$ cat src/rtl/regfile_param.sv
// Parametrised 2-read/1-write register file with registered, write-bypassed reads and a sweep-based clear.
// Latency: reads 1 cycle. A clear keeps busy high for DEPTH cycles after clr falls.
// No backpressure: writes are ignored and reads return zero while busy. Optional REGFILE_ZERO_REG_EN makes entry 0 read as zero.
module regfile_param #(
    parameter  int WIDTH  = 8,
    parameter  int DEPTH  = 8,
    localparam int ADDR_W = (DEPTH > 1) ? $clog2(DEPTH) : 1
) (
    input  logic              clk,
    input  logic              clr,
    input  logic              we,
    input  logic [ADDR_W-1:0] waddr,
    input  logic [WIDTH-1:0]  wdata,
    input  logic              re,
    input  logic [ADDR_W-1:0] raddr1,
    input  logic [ADDR_W-1:0] raddr2,
    output logic [WIDTH-1:0]  rdata1,
    output logic [WIDTH-1:0]  rdata2,
    output logic              busy
);

    localparam logic [ADDR_W:0]   DEPTH_V = (ADDR_W+1)'(DEPTH);
    localparam logic [ADDR_W-1:0] LAST    = ADDR_W'(DEPTH - 1);
`ifdef REGFILE_ZERO_REG_EN
    localparam bit ZERO_REG = 1'b1;
`else
    localparam bit ZERO_REG = 1'b0;
`endif

    typedef enum logic {IDLE, SWEEP} state_t;

    state_t            state, state_nxt;
    logic [ADDR_W-1:0] ptr;
    logic [WIDTH-1:0]  mem [DEPTH];
    logic              sweep_wr, norm_wr;
    logic              waddr_ok, raddr1_ok, raddr2_ok;
    logic [WIDTH-1:0]  rd1_nxt, rd2_nxt;

    // Entry 0 is treated as out of range when it is hardwired to zero.
    assign waddr_ok  = ({1'b0, waddr}  < DEPTH_V) && !(ZERO_REG && waddr  == '0);
    assign raddr1_ok = ({1'b0, raddr1} < DEPTH_V) && !(ZERO_REG && raddr1 == '0);
    assign raddr2_ok = ({1'b0, raddr2} < DEPTH_V) && !(ZERO_REG && raddr2 == '0);

    always_ff @(posedge clk) begin
        if (clr) state <= SWEEP;
        else     state <= state_nxt;
    end

    always_comb begin
        state_nxt = state;
        if (state == SWEEP && ptr == LAST) state_nxt = IDLE;
    end

    always_comb begin
        busy     = (state == SWEEP);
        sweep_wr = (state == SWEEP) && !clr;
        norm_wr  = (state == IDLE) && !clr && we && waddr_ok;
    end

    always_ff @(posedge clk) begin
        if (clr)                ptr <= '0;
        else if (state == SWEEP) ptr <= (ptr == LAST) ? '0 : ptr + ADDR_W'(1);
    end

    always_ff @(posedge clk) begin
        if (sweep_wr)     mem[ptr]   <= '0;
        else if (norm_wr) mem[waddr] <= wdata;
    end

    // Same-edge write to the read address forwards wdata instead of the stale entry.
    always_comb begin
        rd1_nxt = '0;
        rd2_nxt = '0;
        if (state == IDLE && raddr1_ok)
            rd1_nxt = (we && waddr_ok && waddr == raddr1) ? wdata : mem[raddr1];
        if (state == IDLE && raddr2_ok)
            rd2_nxt = (we && waddr_ok && waddr == raddr2) ? wdata : mem[raddr2];
    end

    always_ff @(posedge clk) begin
        if (clr) begin
            rdata1 <= '0;
            rdata2 <= '0;
        end else if (re) begin
            rdata1 <= rd1_nxt;
            rdata2 <= rd2_nxt;
        end
    end

endmodule

$ cat config.mk
export PLATFORM = sky130hd
export DESIGN_NAME = regfile_param
export DESIGN_NICKNAME = d
export VERILOG_FILES = /design/src/rtl/regfile_param.sv
export SDC_FILE = /design/constraint.sdc
export NUM_CORES = 1
export LEC_CHECK = 0
export CORE_ASPECT_RATIO = 0.9
export CORE_MARGIN = 5
export CORE_UTILIZATION = 34
export DETAILED_ROUTE_END_ITERATION = 10
export PLACE_DENSITY_LB_ADDON = 0.3
export SLEW_MARGIN = 10
export SYNTH_ARGS = -nofsm -noshare
export SYNTH_HDL_FRONTEND = slang
export SYNTH_SLANG_ARGS = --single-unit
$ cat constraint.sdc
create_clock -name clk -period 3.4 [get_ports clk]
set_clock_uncertainty 0.2 [all_clocks]
set_input_delay 0.34 -clock clk [delete_from_list [all_inputs] [get_ports clk]]
set_output_delay 0.34 -clock clk [all_outputs]
set_load 0.02 [all_outputs]
==> impl_summary.log <==
[metrics] maximum fanout encountered on the critical timing path: 7
[metrics] sequential fraction of design power: 49.4%
[metrics] sink count of the clock tree: 84
[metrics] count of inserted antenna diode cells: 0
[metrics] Max Freq: 375 MHz
[metrics] Worst Setup Start Kind: primary input
[metrics] Max-slew headroom: 26.2%
[metrics] placed cell area: approximately 4600 sq um
[metrics] aggregate global routing overflow: 0
[metrics] post-route DRC violation count: 0
[metrics] net switching power of the design: 0.503 mW
[metrics] level count of the clock H-tree: 3
[metrics] initial detailed-routing violation count: 183
[metrics] number of flip-flops and latches in the synthesized netlist: between 80 and 90
[metrics] number of cell rows: 38
[metrics] Layout Cells excl Fill: 458
[metrics] via/cell ratio: about 5.3
[metrics] setup repair after global routing missed its margin: no
[metrics] final hold violation count: 0
[metrics] number of detailed-route iterations in the first pass: 4
[metrics] Seq. cell area: ~2300 sq um
[metrics] start point of the critical path: raddr2[1]
[metrics] Boundary Pins: 38
[metrics] CTS-repair resized insts: 0
[metrics] hold buffer count at cts: 0
[metrics] wire length of the first global-routing pass: about 15,000 um
[metrics] wirelength, routed: 9770 um
[metrics] number of buffers inserted by port buffering: 37
[metrics] mean post-synth cell area: 16.7 sq um
[metrics] syn nets: 268
[metrics] worst hold path startpoint: rdata1[7]
[metrics] status: finished, final reports clean
[metrics] antenna viol nets, final: 0
[metrics] fill cell instance count of the final layout: 1,078
[metrics] count of distinct cell types in the synthesized netlist: 32
[metrics] TritonCTS clock tree: built
[metrics] detailed placer's ending HPWL: 6710 um
[metrics] leading cell types in the layout, fill and taps excluded: edfxtp_1, clkdlybuf4s50_1, nor2_1, mux4_2, dfxtp_1
[metrics] fin crit period: 2.67 ns
[metrics] fraction of final layout cells sized beyond drive strength 1: about a fifth
[metrics] detailed-route via count: 2,433
[metrics] multi-input logic area: 1620 sq um
[metrics] final weighted congestion in routability-driven placement: 0.769
[metrics] max-capacitance violation count: 0
[metrics] maximum number of pins on one net before global-route repair: 17
[metrics] maximum clock path buffer count: 2
[metrics] commonest non-fill, non-tap cell in the layout: edfxtp_1
[metrics] Setup Crit Path Kind: in2reg
[metrics] clock root cell: clkbuf_16
[metrics] area growth from synthesis to layout: 20.4%
[metrics] insertion delay to the later sink of the worst-skew pair: 0.34 ns
[metrics] post-route cell area: ~4900 sq um
[metrics] post-CTS setup buffers: 0
[metrics] share of synthesized area occupied by flip-flops and latches: 56.9%
[metrics] die height: approximately 110 um
[metrics] Placed Instances: 442
[metrics] via count of the first global-routing pass: 2,539
[metrics] power density over the cells: roughly 470 nW/um^2
[metrics] final setup violating endpoints: 0
[metrics] total core area: 11,900 sq um
[metrics] area enclosed by the die boundary: 14,300 sq um
[metrics] die width: 126 um
[metrics] cell internal pwr: about 1.8 mW
[metrics] endpoint kind of the worst setup timing path: register
[metrics] synthesized instance count: ~250
[metrics] final cycle utilization of the critical path: 78.5%
[metrics] Inserted Clock Buffers: 9
[metrics] Final Max Tran Viols: 0
[metrics] count of yosys warnings during synthesis: 0
[metrics] Starting Density: between 30% and 40%
[metrics] static leakage power: 1.76 nW
[metrics] class of the most critical hold timing path: reg2reg
[metrics] total routing usage reported by global routing: 14.5%
[metrics] Clock power frac: 41.7%
[metrics] RR Startpoint: busy
[metrics] largest vdd supply drop: 328 uV
[metrics] Wirelength per Cell: 21.3 um
[metrics] arrival time reported for the critical path endpoint: 2.69 ns
[metrics] Critical Path RT: 3.42 ns
[metrics] antenna violations before repair: 0
[metrics] setup_tns: 0 ns
[metrics] Worst-Margin Slew: 1.10 ns
[metrics] clock transition at the registers of the reported paths: 0.06 ns
[metrics] power share of the combinational group: 8.9%
[metrics] NumNets Final: 316
[metrics] Switching Fraction: 22.0%
[metrics] cell area after synthesis: approximately 4100 sq um
## synth_stat cells (all sizes together)
cell	instances	area [sq um]
edfxtp	64	1920
mux4	32	766
nor2	29	109
dfxtp	20	400
mux2i	18	180
a221o	14	140
buf	12	120
and2	8	50.1
nand2	7	33.8
xor2	6	52.6
a31oi	4	25.0
inv	4	15.0
nor3b	4	41.3
nor4	4	55.1
o21ai	3	15.0
a21oi	2	10.0
clkbuf	2	7.51
ha	2	25.0
mux2	2	22.5
nor2b	2	12.5
o41ai	2	55.1
a21o	1	7.51
nand2b	1	6.26
nor3	1	5.00
or2	1	6.26
## routing by layer
layer	up-vias	global-route usage, %	part of all wire [%]
met1	1246	20.1	44
met4	0	4.12	0.89
met2	85	22.5	47
li1	1094	-	-
met5	-	0	0
met3	8	3.93	7.9
## power by group through the flow
stage               Combinational [mW]  Clock (mW)  Sequential, mW
floorplan                        0.141           0            1.15
finish                           0.203       0.954            1.13
detailed placement               0.205           0            1.15
global placement                 0.202           0            1.15
global route                     0.220        1.02            1.13
CTS                              0.206       0.975            1.13
## cell families after synthesis
family / after synthesis / synth area share, %
fa+ha+maj: 2 / 0.613
xor+xnor: 6 / 1.29
flops: 84 / 56.9
simple gates: 57 / 7.81
buf+inv: 18 / 3.49
mux: 52 / 23.7
compound gates: 26 / 6.19
## area by class of cell
| class | count | share of cell area (%) |
|---|---|---|
| Clock buffer | 12 | 4.81 |
| Clock inverter | 4 | 1.02 |
| Inverter | 4 | 0.305 |
| Multi-Input combinational cell | 143 | 32.9 |
| Sequential cell | 84 | 47.2 |
| Tap cell | 160 | 4.07 |
| Timing Repair Buffer | 51 | 9.67 |
## flip-flops by register name, summed over array words and instances (netlist names)
name and cells:
ptr 3, mem 64, busy 1, rdata2 8, rdata1 8
## worst paths after layout
| check | endpoint | slack (ns) | cells past startpoint |
|---|---|---|---|
| min reg2reg | rdata1[7] | 0.26 | 2 |
| min | rdata1[7] | 0.26 | 2 |
| max reg2reg | mem[5][2] | 0.86 | 4 |
| max | rdata2[6] | 0.73 | 5 |
## critical path, stage by stage
cell,delay [ns]
clkdlybuf4s50_1,0.79
xor2_1,0.27
o41ai_4,0.80
nor2_1,0.17
a221o_1,0.30
## per-stage QoR
step,setup WS [ns],util (%),hold slack [ns],power (mW)
floorplan,1.26,-,0.278,1.29
global placement,0.339,39.0,0.239,1.35
detailed placement,0.404,39.0,0.252,1.36
CTS,0.743,41.4,0.266,2.31
global route,0.649,41.4,0.297,2.37
finish,0.731,41.4,0.264,2.29
(Power assumes the default switching activity.)
